## src/rtl/cla_slice_sequencer_pkg.sv

```systemverilog
// Shared types and constants for the sliced carry-lookahead adder/subtractor.
package cla_slice_sequencer_pkg;

    typedef enum logic [1:0] {
        ST_IDLE = 2'd0,
        ST_RUN  = 2'd1,
        ST_DONE = 2'd2
    } state_t;

    localparam int unsigned DEF_WIDTH = 32;
    localparam int unsigned DEF_SLICE = 8;

    // Slice index width: clog2(N), never narrower than one bit.
    function automatic int unsigned idx_width(input int unsigned n);
        return (n <= 1) ? 1 : $clog2(n);
    endfunction

endpackage

```

## src/rtl/cla_slice_sequencer_if.sv

```systemverilog
// Start/done handshake and operand/result bus between the ALU stage and the sequencer.
interface cla_slice_sequencer_if
    import cla_slice_sequencer_pkg::*;
#(
    parameter int unsigned WIDTH = DEF_WIDTH
);
    logic             start;
    logic             sub;
    logic [WIDTH-1:0] op1;
    logic [WIDTH-1:0] op2;
    logic             ready;
    logic             done;
    logic [WIDTH-1:0] result;
    logic             cout;
    logic             ovf;

    modport master (
        output start, sub, op1, op2,
        input  ready, done, result, cout, ovf
    );

    modport slave (
        input  start, sub, op1, op2,
        output ready, done, result, cout, ovf
    );
endinterface

```

## src/rtl/cla_slice_sequencer_net.sv

```systemverilog
// Combinational lookahead carry network for one SLICE-bit group.
module cla_slice_net #(
    parameter int unsigned SLICE = 8
) (
    input  logic [SLICE-1:0] i_a,
    input  logic [SLICE-1:0] i_b,
    input  logic             i_cin,
    output logic [SLICE-1:0] o_sum,
    output logic             o_cout,
    output logic             o_c_top
);
    logic [SLICE-1:0] w_g;
    logic [SLICE-1:0] w_p;
    logic [SLICE:0]   w_c;

    assign w_g = i_a & i_b;
    assign w_p = i_a | i_b;

    // Each carry is the flattened sum of products g[j]&p[j+1..i] | cin&p[0..i].
    always_comb begin : carry_tree
        logic w_prop;
        logic w_gen;
        w_c    = '0;
        w_prop = 1'b1;
        w_gen  = 1'b0;
        w_c[0] = i_cin;
        for (int unsigned i = 0; i < SLICE; i++) begin
            w_prop = 1'b1;
            w_gen  = 1'b0;
            for (int unsigned k = 0; k <= i; k++) begin
                w_gen  = w_gen | (w_g[i-k] & w_prop);
                w_prop = w_prop & w_p[i-k];
            end
            w_c[i+1] = w_gen | (i_cin & w_prop);
        end
    end

    assign o_sum   = i_a ^ i_b ^ w_c[SLICE-1:0];
    assign o_cout  = w_c[SLICE];
    assign o_c_top = w_c[SLICE-1];
endmodule

```

## src/rtl/cla_slice_sequencer.sv

```systemverilog
// Multi-cycle adder/subtractor: resolves one SLICE-bit group per clock with start/done handshake.
module cla_slice_sequencer
    import cla_slice_sequencer_pkg::*;
#(
    parameter int unsigned WIDTH = DEF_WIDTH,
    parameter int unsigned SLICE = DEF_SLICE
) (
    input  logic                   clk,
    input  logic                   rst,
    cla_slice_sequencer_if.slave   bus
);
    localparam int unsigned         N        = WIDTH / SLICE;
    localparam int unsigned         IDX_W    = idx_width(N);
    localparam logic [IDX_W-1:0]    LAST_IDX = IDX_W'(N - 1);

    state_t           r_state;
    state_t           w_next;
    logic [WIDTH-1:0] r_a;
    logic [WIDTH-1:0] r_b;
    logic [WIDTH-1:0] r_result;
    logic [IDX_W-1:0] r_idx;
    logic             r_carry;
    logic             r_cout;
    logic             r_ovf;
    logic             r_done;

    logic [SLICE-1:0] w_a_slice;
    logic [SLICE-1:0] w_b_slice;
    logic [SLICE-1:0] w_sum;
    logic             w_slice_cout;
    logic             w_c_top;
    logic             w_accept;
    logic             w_last;
    logic [WIDTH-1:0] w_mask;
    logic [WIDTH-1:0] w_ins;

    assign w_accept  = bus.start && (r_state != ST_RUN);
    assign w_last    = (r_idx == LAST_IDX);
    assign w_a_slice = SLICE'(r_a >> (r_idx * SLICE));
    assign w_b_slice = SLICE'(r_b >> (r_idx * SLICE));
    assign w_mask    = WIDTH'({SLICE{1'b1}}) << (r_idx * SLICE);
    assign w_ins     = WIDTH'(w_sum) << (r_idx * SLICE);

    cla_slice_net #(.SLICE(SLICE)) u_net (
        .i_a     (w_a_slice),
        .i_b     (w_b_slice),
        .i_cin   (r_carry),
        .o_sum   (w_sum),
        .o_cout  (w_slice_cout),
        .o_c_top (w_c_top)
    );

    always_ff @(posedge clk or posedge rst) begin
        if (rst) r_state <= ST_IDLE;
        else     r_state <= w_next;
    end

    always_comb begin
        w_next = r_state;
        case (r_state)
            ST_IDLE: if (bus.start) w_next = ST_RUN;
            ST_RUN:  if (w_last)    w_next = ST_DONE;
            ST_DONE: w_next = bus.start ? ST_RUN : ST_IDLE;
            default: w_next = ST_IDLE;
        endcase
    end

    always_ff @(posedge clk or posedge rst) begin
        if (rst) begin
            r_a      <= '0;
            r_b      <= '0;
            r_result <= '0;
            r_idx    <= '0;
            r_carry  <= 1'b0;
            r_cout   <= 1'b0;
            r_ovf    <= 1'b0;
            r_done   <= 1'b0;
        end else begin
            r_done <= (w_next == ST_DONE);
            if (w_accept) begin
                r_a      <= bus.op1;
                r_b      <= bus.sub ? ~bus.op2 : bus.op2;
                r_carry  <= bus.sub;
                r_idx    <= '0;
                r_result <= '0;
            end else if (r_state == ST_RUN) begin
                r_result <= (r_result & ~w_mask) | w_ins;
                r_carry  <= w_slice_cout;
                r_idx    <= r_idx + 1'b1;
                if (w_last) begin
                    r_cout <= w_slice_cout;
                    r_ovf  <= w_slice_cout ^ w_c_top;
                end
            end
        end
    end

    assign bus.ready  = (r_state != ST_RUN);
    assign bus.done   = r_done;
    assign bus.result = r_result;
    assign bus.cout   = r_cout;
    assign bus.ovf    = r_ovf;
endmodule

```

## src/flat_wrapper.sv

```systemverilog
// flat-port wrapper written by rule: the top's interface ports become plain ports
module cla_slice_sequencer_flat import cla_slice_sequencer_pkg::*;
#(
    parameter int unsigned WIDTH = DEF_WIDTH,
    parameter int unsigned SLICE = DEF_SLICE
)
  (clk, rst, bus_start, bus_sub, bus_op1, bus_op2, bus_ready, bus_done, bus_result, bus_cout, bus_ovf);
  cla_slice_sequencer_if #(.WIDTH(WIDTH)) bus_i ();
  input  logic clk;
  input  logic rst;
  input wire logic [$bits(bus_i.start)-1:0] bus_start;
  input wire logic [$bits(bus_i.sub)-1:0] bus_sub;
  input wire logic [$bits(bus_i.op1)-1:0] bus_op1;
  input wire logic [$bits(bus_i.op2)-1:0] bus_op2;
  output wire logic [$bits(bus_i.ready)-1:0] bus_ready;
  output wire logic [$bits(bus_i.done)-1:0] bus_done;
  output wire logic [$bits(bus_i.result)-1:0] bus_result;
  output wire logic [$bits(bus_i.cout)-1:0] bus_cout;
  output wire logic [$bits(bus_i.ovf)-1:0] bus_ovf;
  assign bus_i.start = bus_start;
  assign bus_i.sub = bus_sub;
  assign bus_i.op1 = bus_op1;
  assign bus_i.op2 = bus_op2;
  assign bus_ready = bus_i.ready;
  assign bus_done = bus_i.done;
  assign bus_result = bus_i.result;
  assign bus_cout = bus_i.cout;
  assign bus_ovf = bus_i.ovf;
  cla_slice_sequencer #(.WIDTH(WIDTH), .SLICE(SLICE)) u_core (.clk(clk), .rst(rst), .bus(bus_i));
endmodule
```

## config.mk

```make
export PLATFORM = sky130hd
export DESIGN_NAME = cla_slice_sequencer_flat
export DESIGN_NICKNAME = d
export VERILOG_FILES = /design/src/rtl/cla_slice_sequencer_pkg.sv /design/src/rtl/cla_slice_sequencer_if.sv /design/src/rtl/cla_slice_sequencer_net.sv /design/src/rtl/cla_slice_sequencer.sv /design/src/flat_wrapper.sv
export SDC_FILE = /design/constraint.sdc
export NUM_CORES = 1
export LEC_CHECK = 0
export ABC_AREA = 0
export CORE_MARGIN = 2
export CORE_UTILIZATION = 56
export DETAILED_ROUTE_END_ITERATION = 10
export GPL_TIMING_DRIVEN = 0
export PLACE_DENSITY = 0.95
export SYNTH_ARGS = -nofsm -noshare
export SYNTH_HDL_FRONTEND = slang
export SYNTH_SLANG_ARGS = --single-unit
```

## constraint.sdc

```tcl
create_clock -name clk -period 10.25 [get_ports clk]
set_input_delay 2.05 -clock clk [delete_from_list [all_inputs] [get_ports clk]]
set_output_delay 2.05 -clock clk [all_outputs]
set_load 0.005 [all_outputs]
```

==> flow_summary.ini, run 1 <==
[setup_path]
cp_max_fo = 6
cp.arrival_ps = 1730
ff2ff_path_depth = 10
cp.required_ps = 8200
crit_type = flop to primary output
cp-start-kind = flop
cp-end-kind = primary output

[clocking]
cts-root-buf = clkbuf_8
cts_buffers = 9
clock_sinks = 104
cts_resized = 0
h-tree-depth = 3
hold_buffers = 0
insertion_delay_ps = 380
cts_tree = built
cts_buffer_depth = 2
cts_post_setup_buffers_inserted = 0
clk_pin_slew_ps = 110

[finish]
nets = 703
final_common_cell = nand2_1
antenna_cells = 0
layout_common_cells = nand2_1, dfrtp_1, clkdlybuf4s50_1
final.fill_count = 606
area_delta_synth_final_pct = 26.6
design_area_sq_um = 6670
drive_gt1_frac = 0.113
multiInputGateArea_sq_um = 2430
ff_latch_area_sq_um = 2600

[global_route]
antenna_found_initial = 0
grt-ovfl-total = 0
grt_max_degree = 63
grt_pass1_wl_mm = 21.3
grt_pass1_vias = 4351
grt_usage = 0.274

[drt]
wl_per_cell_um = 18.0
totalWireLength_mm = 13.1
drtIter0Drc = 262
detail-route-antenna-nets = 0
dr.pass1.iters = 5
routed_via_density = 5.77
vias = 4205
drc = 0

[floorplan]
fp.dieW_um = 101
dieHeight_um = 101
dieArea_sq_um = 10200
num_rows = 35
boundaryPins = 104
core_area_sq_um = 9200
initial_core_util = 0.573

[timing]
hold-worst-slack_ps = 490
clock_skew_ps = 13.7
fin_crit_ps = 3780
rsz0062_at_grt = no
tns_ps = 0
setup_violations = 0
slew_viol_final = 0
max_clock_freq_mhz = 265
hold_viol = 0
setup_ws_ps = 6470
period_share = 0.368
relSlewSlack = 0.398
tightest_slew_ps = 896

[placement]
placed_cell_area_sq_um = 6460
dp.final_hpwl_mm = 9.81
globalplace.congestion = 0.882
portBuffers = 102
pre_cts_ws_ps = 6600

[yosys]
seq_area_frac_synth = 0.494
async_reset_ff_frac = 1.00
ys_ff_latch = 104
syn_area_sq_um = 5270
avgSynthCellArea_sq_um = 10.6
ys.flop_type = dfrtp_1
ys.warnings.count = 0
synth_enable_flop_cells = 0
synth_nets = 589
ys_types = 44
syn_inst = 499

[power]
vdd_ir_drop_max_mv = 0.162
internal_power_mw = 1.33
clkPwrFrac = 0.115
p_leak_nw = 3.04
switching_share = 0.438
p_switching_mw = 1.04
combPwrFrac = 0.586
p_seq_frac = 0.299
p_total_mw = 2.37
powerDensity_nw_per_um2 = 355

[run_status]
status = completed

[worst_hold_path]
hold_path_class = flop to flop
min_path_cells = 2

[run]
cap_viol_max_count = 0
final cells by class:
class / instances / share of cell area
Buffer: 24 / 0.0212
Clock inverter: 6 / 0.0109
Tap cell: 111 / 0.0208
Inverter: 26 / 0.0150
Clock buffer: 10 / 0.0206
Sequential cell: 104 / 0.390
Timing Repair Buffer: 103 / 0.157
Multi-Input combinational cell: 345 / 0.364
critical path, stage by stage, from the launching register on:
cell             delay, ps
dfrtp_1                390
and2b_2                290
inv_2                  150
clkdlybuf4s50_1        510
state kept, by name, indices dropped and copies added, names as in the netlist:
signal	flops
u_core.bus.result	32
u_core.r_a	32
u_core.r_b	32
u_core.r_idx	2
u_core.r_state	2
u_core.bus.cout	1
u_core.bus.done	1
u_core.bus.ovf	1
u_core.r_carry	1
logic make-up after synthesis:
family                   count (synthesis)  synth area share
AND/OR/NAND/NOR                        180             0.146
flip-flops                             104             0.494
AO/OA/AOI/OAI                           89             0.128
buffers and inverters                   50            0.0453
XOR/XNOR                                37            0.0629
adder cells (fa/ha/maj)                 22            0.0536
multiplexers                            17            0.0705
cell usage after synthesis (5+ instances only):
| cell type | count | area, sq um |
|---|---|---|
| mux4_2 | 16 | 360 |
| buf_2 | 11 | 55.1 |
| nor3_1 | 5 | 25.0 |
| o31ai_1 | 5 | 37.5 |
| o21ai_0 | 41 | 205 |
| clkbuf_1 | 5 | 18.8 |
| dfrtp_1 | 104 | 2600 |
| xnor2_1 | 34 | 298 |
| ha_1 | 21 | 263 |
| nand3_1 | 5 | 25.0 |
| nor2_1 | 11 | 41.3 |
| nand2_1 | 142 | 533 |
| a21oi_1 | 6 | 30.0 |
| inv_1 | 25 | 93.8 |
| a22o_1 | 24 | 210 |
per-stage QoR:
stage | util | instances
finish | 0.726 | 729
global route | 0.726 | 729
CTS | 0.726 | 729
detailed placement | 0.703 | 713
global placement | 0.699 | 712
floorplan | - | 499
routing by layer:
metal  global-route usage  vias up  part of all wire
met2                0.469      218              0.50
met4                0.143        0             0.030
met1                0.338     2054              0.40
met5                    0        -                 0
met3               0.0374       33             0.069
li1                     -     1900                 -
path summary, 6_finish.rpt:
path / start / endpoint / slack, ps
min in group asynchronous: rst / u_core.r_b[6] / 2070
setup reg to reg: u_core.r_idx[0] / u_core.bus.result[28] / 6890
max in group asynchronous: rst / u_core.r_a[0] / 7500
hold reg to reg: u_core.r_a[29] / u_core.r_a[29] / 490
hold / removal: u_core.r_a[29] / u_core.r_a[29] / 490
setup / recovery: u_core.r_state[0] / bus_ready / 6470
power groups by stage:
stage	Clock [mW]	Sequential, mW	Combinational, mW
floorplan	0	0.674	0.968
global placement	0	0.692	1.30
detailed placement	0	0.709	1.36
CTS	0.271	0.704	1.38
global route	0.286	0.721	1.52
finish	0.272	0.708	1.39
(Power assumes the default switching activity.)
==> run 2: changes to the inputs <==
- CORE_UTILIZATION: 56 -> 52
- PLACE_DENSITY: 0.95 -> 0.89
- clock period: 10.25 -> 3.8 ns (I/O delays scaled with it)
==> run 2 against run 1 <==
  * Power increased to 2.6 times the previous value
  * Die area increased by 7.4%
  * Combinational power increased to 2.7 times the previous value
  * Worst hold slack lost 12 ps
  * Clock skew grew 4.5 ps
  * Sequential power increased to 2.7 times the previous value
  * Final cell count rose by 3.0%
  * Clock power is 130% higher
  * Critical path type is now flop to flop
  * Largest power group unchanged
==> flow_summary.ini, run 2 (synthesized netlist as in run 1, its figures left out) <==
[placement]
dp.cells = 735
portBuffers = 102
dp.final_hpwl_mm = 9.59
pre_cts_ws_ps = 531
globalplace.congestion = 0.869

[timing]
period_share = 0.875
hold_viol = 0
tightest_slew_ps = 758
slew_viol_final = 0
setup_ws_ps = 474
clock_skew_ps = 18.2
tns_ps = 0
fin_crit_ps = 3330
max_clock_freq_mhz = 301
setup_violations = 0
rsz0062_at_grt = no
hold-worst-slack_ps = 478
relSlewSlack = 0.491

[floorplan]
dieArea_sq_um = 11000
num_rows = 36
core_area_sq_um = 9820
boundaryPins = 104
dieHeight_um = 105
fp.dieW_um = 105
initial_core_util = 0.537

[setup_path]
cp_max_fo = 10
cp.arrival_ps = 3550
cp-end-kind = flop
crit_type = flop to flop
cp.required_ps = 4020
cp-start-kind = flop

[finish]
nets = 703
final_common_cell = nand2_1
fin_cells = 751
final.fill_count = 786
antenna_cells = 0
layout_common_cells = nand2_1, dfrtp_1, clkdlybuf4s50_1
area_delta_synth_final_pct = 26.4
drive_gt1_frac = 0.112

[clocking]
clk_pin_slew_ps = 100
cts-root-buf = clkbuf_8
cts_post_setup_buffers_inserted = 0
cts_buffers = 9
hold_buffers = 0
clock_sinks = 104
cts_tree = built
insertion_delay_ps = 370
h-tree-depth = 3
cts_buffer_depth = 2
cts_resized = 0

[global_route]
grt_max_degree = 64
grt_usage = 0.238
grt-ovfl-total = 0
grt_pass1_vias = 4159
grt_pass1_wl_mm = 20.4
antenna_found_initial = 0

[drt]
detail-route-antenna-nets = 0
drtIter0Drc = 210
wl_per_cell_um = 16.5
drc = 0
vias = 4062
routed_via_density = 5.41
totalWireLength_mm = 12.4
dr.pass1.iters = 5

[power]
p_seq_frac = 0.303
p_leak_nw = 3.01
p_switching_mw = 2.74
internal_power_mw = 3.49
combPwrFrac = 0.599
powerDensity_nw_per_um2 = 936
vdd_ir_drop_max_mv = 0.518
clkPwrFrac = 0.098
switching_share = 0.440

[run_status]
status = completed

[run]
cap_viol_max_count = 0

[worst_hold_path]
hold_path_class = flop to flop
-- run 2: power groups by stage --
stage	Sequential (mW)	Combinational [mW]	Clock, mW
after floorplan	1.82	2.61	0
after global placement	1.87	3.58	0
after detailed placement	1.91	3.71	0
after CTS	1.89	3.72	0.623
after global routing	1.94	4.07	0.670
final	1.89	3.73	0.614
-- run 2: cell type report --
class | instances | area, sq um | share of cell area
flip-flops and latches | 104 | 2600 | 0.391
multi-input cells | 345 | 2430 | 0.365
plain buffers | 24 | 141 | 0.0212
clock inverters | 6 | 45.0 | 0.00676
inverters | 26 | 100 | 0.0150
well taps | 133 | 166 | 0.0250
repair buffers | 103 | 1050 | 0.157
clock buffers | 10 | 128 | 0.0192
-- run 2: layer usage --
metal | up-vias | track usage | wire length (um)
met4 | 0 | 0.0800 | 226
met5 | - | 0 | 0
met1 | 2008 | 0.300 | 5240
met3 | 22 | 0.0381 | 635
li1 | 1898 | - | -
met2 | 134 | 0.420 | 6300
-- run 2: worst max-delay path: stages (launching register included) --
cell,delay [ps]
dfrtp_1,410
clkbuf_1,350
buf_4,320
mux4_2,540
inv_1,70
ha_1,250
and2b_2,250
nor3_1,170
a21oi_1,100
nor4_1,550
a21oi_1,170
-- run 2: worst paths after layout --
check                                     start              end  slack (ps)  cells past startpoint
min in group asynchronous                   rst  u_core.bus.done         780                      2
worst max register to register  u_core.r_idx[0]   u_core.r_carry         470                     10
worst max-delay path            u_core.r_idx[0]   u_core.r_carry         470                     10
worst min-delay path             u_core.r_a[27]   u_core.r_a[27]         480                      2
max in group asynchronous                   rst   u_core.r_a[26]        2320                      3
worst min register to register   u_core.r_a[27]   u_core.r_a[27]         480                      2
-- run 2: metrics by stage --
step	power, mW	utilization	cell area [sq um]
after detailed placement	5.61	0.661	6490
after global placement	5.44	0.658	6460
final	6.24	0.679	6660
after floorplan	4.43	-	5270
after CTS	6.23	0.679	6660
after global routing	6.68	0.679	6660
==> RTL edit 1, RTL diff (config.mk and constraints of run 2) <==
Set the package constant `DEF_SLICE` to 7 (it was 8).
--- a/src/rtl/cla_slice_sequencer_pkg.sv
+++ b/src/rtl/cla_slice_sequencer_pkg.sv
@@ -8,7 +8,7 @@
     } state_t;
 
     localparam int unsigned DEF_WIDTH = 32;
-    localparam int unsigned DEF_SLICE = 8;
+    localparam int unsigned DEF_SLICE = 7;
 
     // Slice index width: clog2(N), never narrower than one bit.
     function automatic int unsigned idx_width(input int unsigned n);
Function: changed (a bounded check fails within 4 cycles, from zero or initial values and one cycle with rst high).
==> RTL edit 1 against run 2 <==
First-iteration DRC count fell by 40%; worst setup slack better by 0.18 ns; power is 13% lower; non-clock buffer count decreased by 12; cell area shrank 12%; sequential cell count decreased by 12; sequential share of layout area is 0.12 points higher; wire length is 17% lower; synthesized area shrank 14%; synthesized cell count fell by 15%; final cell count decreased by 15%; largest cell class unchanged; largest power group unchanged.
==> RTL edit 1: results (changes against run 2) <==
| Metric | Value |
|---|---|
| IO buf count | `90 (was 102)` |
| Internal | `3270 uW (was 3490 uW)` |
| Met2 GRT Util | `0.397 (was 0.420)` |
| XOR/XNOR Fraction of Synth Area | `0.0672 (was 0.0629)` |
| Share of cells above drive strength 1 | `0.116 (was 0.112)` |
| Leakage power | `0.00273 uW (was 0.00301 uW)` |
| Outcome | `finished clean (unchanged)` |
| Post-Synth Adder-Cell Area | `0.0542 (was 0.0536)` |
| Mux share of post-synthesis cell area | `0.0697 (was 0.0705)` |
| Synth area leaders | `dfrtp_1 51%, nand2_1 9.6%, mux4_2 7.0%, xnor2_1 5.6%, ha_1 5.0% (was dfrtp_1 49%, nand2_1 10%, mux4_2 6.8%, xnor2_1 5.6%, ha_1 5.0%)` |
| Final hold slack | `0.464 ns (was 0.478 ns)` |
| Post-synth top cells | `116 x nand2_1, 92 x dfrtp_1, 32 x o21ai_0 (was 142 x nand2_1, 104 x dfrtp_1, 41 x o21ai_0)` |
| Fin nets | `615 (was 703)` |
| Max Clock Skew | `0.0115 ns (was 0.0182 ns)` |
| WL per Instance | `16.1 um (was 16.5 um)` |
| Vias in the first global route | `3625 (was 4159)` |
| Reg clk slew, reported paths | `0.08 ns (was 0.10 ns)` |
| Crit path max-delay cell type | `buf_1 (was nor4_1)` |
| Part of the power in the clock network | `0.160 (was 0.098)` |
| Hold_sp | `u_core.r_state[0] (was u_core.r_a[27])` |
| GR Util met1 | `0.278 (was 0.300)` |
| Yosys top cell area share | `0.509 (was 0.494)` |
| Post-synth cell types | `40 (was 44)` |
| Gpl congestion | `0.804 (was 0.869)` |
| P_comb | `2930 uW (was 3730 uW)` |
| GR Util met3 | `0.0482 (was 0.0381)` |
| First-pass GRT wire length | `17.2 mm (was 20.4 mm)` |
| Hold-critical path endpoint | `u_core.r_state[0] (was u_core.r_a[27])` |
| Initial DRC count | `125 (was 210)` |
| Vias per cell | `5.40 (was 5.41)` |
| Reg-to-Reg Start | `u_core.r_idx[1] (was u_core.r_idx[0])` |
| TritonRoute pass-1 iters | `4 (was 5)` |
| Sequential cell area fraction in the yosys report | `0.509 (was 0.494)` |
| Slew headroom | `0.335 (was 0.491)` |
| Synth Area in Compound Gates | `0.126 (was 0.128)` |
| Worst R2R End | `u_core.bus.ovf (was u_core.r_carry)` |
==> RTL edit 1: cell count changes in the layout (fill, tap and decap cells not counted), sizes merged, moves of 5 or more <==
| cell | delta |
|---|---|
| nand2 | -26 |
| nor2 | -9 |
| o21ai | -9 |
| clkdlybuf4s50 | -12 |
| clkbuf | -5 |
| dfrtp | -12 |
| buf | +5 |
==> RTL edit 1: worst max-delay path: cells and delay by family, from the launching register on <==
family,cells,cell delay (ns)
buffers and inverters,3,0.81
AO/OA/AOI/OAI,3,0.78
AND/OR/NAND/NOR,2,0.43
flip-flops,1,0.41
multiplexers,1,0.38
adder cells (fa/ha/maj),1,0.20
==> RTL edit 1: routing by layer <==
metal  up-vias  routed length (um)  part of all wire
li1       1626                   -                 -
met1      1692                4350              0.42
met2       126                5190              0.50
met3        20                 552             0.053
met4         0                 227             0.022
met5         -                   0                 0
==> RTL edit 1: stage by stage <==
step           instances  worst slack [ns]  utilization
2_1_floorplan        426             0.648            -
3_3_place_gp         624            -0.483        0.649
3_5_place_dp         625             0.665        0.652
4_1_cts              641             0.663        0.684
5_1_grt              641             0.515        0.684
6_report             641             0.656        0.684
==> RTL edit 1: worst max path at each step <==
stage,from,endpoint,depth (start not counted)
3_3_place_gp,rst,u_core.r_a[17],2
3_5_place_dp,u_core.r_idx[1],u_core.bus.ovf,10
2_1_floorplan,rst,u_core.bus.cout,1
4_1_cts,u_core.r_idx[1],u_core.bus.ovf,10
6_report,u_core.r_idx[1],u_core.bus.ovf,10
5_1_grt,u_core.r_idx[1],u_core.bus.ovf,10
==> RTL edit 1: area by class of cell <==
type,instances,area (sq um)
plain buffers,24,128
clock buffers,10,138
clock inverters,6,135
fillers,625,2720
inverters,24,92.6
multi-input cells,286,2020
flip-flops and latches,92,2300
well taps,108,135
repair buffers,91,928
==> RTL edit 2, RTL diff (flow settings as in run 2) <==
Without the edit above. Re-encode `state_t` (3 states) as one-hot, 3 bits wide.
--- a/src/rtl/cla_slice_sequencer_pkg.sv
+++ b/src/rtl/cla_slice_sequencer_pkg.sv
@@ -1,10 +1,10 @@
 // Shared types and constants for the sliced carry-lookahead adder/subtractor.
 package cla_slice_sequencer_pkg;
 
-    typedef enum logic [1:0] {
-        ST_IDLE = 2'd0,
-        ST_RUN  = 2'd1,
-        ST_DONE = 2'd2
+    typedef enum logic [2:0] {
+        ST_IDLE = 3'b001,
+        ST_RUN  = 3'b010,
+        ST_DONE = 3'b100
     } state_t;
 
     localparam int unsigned DEF_WIDTH = 32;
Check against the original RTL: same outputs for any inputs over 4 cycles, from zero or initial values and one cycle with rst high; so few cycles prove little.
==> RTL edit 2 against run 2 <==
Sequential cell count increased by 1; non-clock buffer count unchanged; wire length increased by 1.9%; largest cell class unchanged; count of clock-buffer cells in the layout increased by 4; power decreased by 27%; core utilization increased by 0.15 points; largest power group unchanged; worst hold slack improved by 0.0027 ns; highest routed layer unchanged; synthesized area about the same; cell area increased by 0.23%; worst setup slack improved by 0.15 ns; via count increased by 1.8%.
==> RTL edit 2: results (changes against run 2) <==
| Metric | Value |
|---|---|
| Worst slack, placed | `0.629 ns (was 0.531 ns)` |
| Slew headroom | `0.487 (was 0.491)` |
| Via Count | `4134 (was 4062)` |
| Worst R2R End | `u_core.bus.result[15] (was u_core.r_carry)` |
| Final Core Density | `0.680 (was 0.679)` |
| Crit path max-delay cell type | `clkbuf_1 (was nor4_1)` |
| Met2 GRT Util | `0.417 (was 0.420)` |
| Max Clock Skew | `0.0152 ns (was 0.0182 ns)` |
| Fraction of area in non-clock buffers | `0.177 (was 0.179)` |
| Hold-critical path endpoint | `u_core.r_a[2] (was u_core.r_a[27])` |
| Reg power frac | `0.341 (was 0.303)` |
| Sequential cell area fraction in the yosys report | `0.499 (was 0.494)` |
| Final hold slack | `0.481 ns (was 0.478 ns)` |
| PD cells | `683 nW/um^2 (was 936 nW/um^2)` |
| Hold_sp | `u_core.r_a[2] (was u_core.r_a[27])` |
| CLK BUF | `14 (was 10)` |
| GR Util met3 | `0.0324 (was 0.0381)` |
| Routed WL | `12.6 mm (was 12.4 mm)` |
| Register Area | `2630 sq um (was 2600 sq um)` |
| Gpl congestion | `0.855 (was 0.869)` |
| Setup bufs post-CTS | `0 (unchanged)` |
| Post-synth top cells | `106 x nand2_1, 104 x dfrtp_1, 42 x nor2_1 (was 142 x nand2_1, 104 x dfrtp_1, 41 x o21ai_0)` |
| Post-synth cell types | `48 (was 44)` |
| Synth area leaders | `dfrtp_1 49%, nand2_1 7.5%, mux4_2 6.8%, xnor2_1 5.7%, ha_1 5.0% (was dfrtp_1 49%, nand2_1 10%, mux4_2 6.8%, xnor2_1 5.6%, ha_1 5.0%)` |
| First-pass GRT wire length | `20.7 mm (was 20.4 mm)` |
| Outcome | `finished clean (unchanged)` |
| Ys async rst share | `1.00 (unchanged)` |
| Multi-input comb cells | `344 (was 345)` |
| Logic inverters | `23 (was 26)` |
| Initial DRC count | `263 (was 210)` |
| Multi-input combinational area share | `0.362 (was 0.365)` |
| Max stage delay on crit path | `0.52 ns (was 0.55 ns)` |
| GR Util met1 | `0.310 (was 0.300)` |
| Dpl cell area | `6490 sq um (about the same)` |
| Final clock-cell share | `0.0285 (was 0.0259)` |
| Reg-to-Reg Start | `u_core.r_idx[1] (was u_core.r_idx[0])` |
| Placed Cells incl. Taps | `732 (was 735)` |
| Final Non-Filler Cells | `748 (was 751)` |
| Reg2reg setup slack | `0.62 ns (was 0.47 ns)` |
| Post-synthesis cell count | `496 (was 499)` |
| H-Tree Level Count | `3 (unchanged)` |
| Leakage power | `0.00296 uW (was 0.00301 uW)` |
| Net Count, Synth | `586 (was 589)` |
| GRT Util Overall | `0.239 (was 0.238)` |
| DP Wirelength | `9.77 mm (was 9.59 mm)` |
| Fin nets | `700 (was 703)` |
| Clock-net power | `688 uW (was 614 uW)` |
RTL edit 2: worst max path at each step:
stage	from	end	slack [ns]	depth (start not counted)
floorplan	rst	u_core.bus.cout	0.28	1
global placement	rst	u_core.r_a[13]	-0.95	2
detailed placement	u_core.r_idx[1]	u_core.bus.ovf	0.63	10
CTS	u_core.r_idx[1]	u_core.bus.result[15]	0.59	10
global route	u_core.r_idx[1]	u_core.bus.result[31]	0.43	10
finish	u_core.r_idx[1]	u_core.bus.result[15]	0.62	10
RTL edit 2: metal layers:
layer	part of all wire	wire length, um
met4	0.019	235
met3	0.065	818
met1	0.41	5140
met5	0	0
met2	0.51	6450
RTL edit 2: kinds of logic after synthesis:
family	count (synthesis)	share of synthesized area
and+or+nand+nor	176	0.145
AOI/OAI and AO/OA	89	0.120
xor gates and xnor gates	39	0.0677
buffers and inverters	47	0.0420
adders and majority gates	22	0.0537
muxes	18	0.0724
DFF	105	0.499
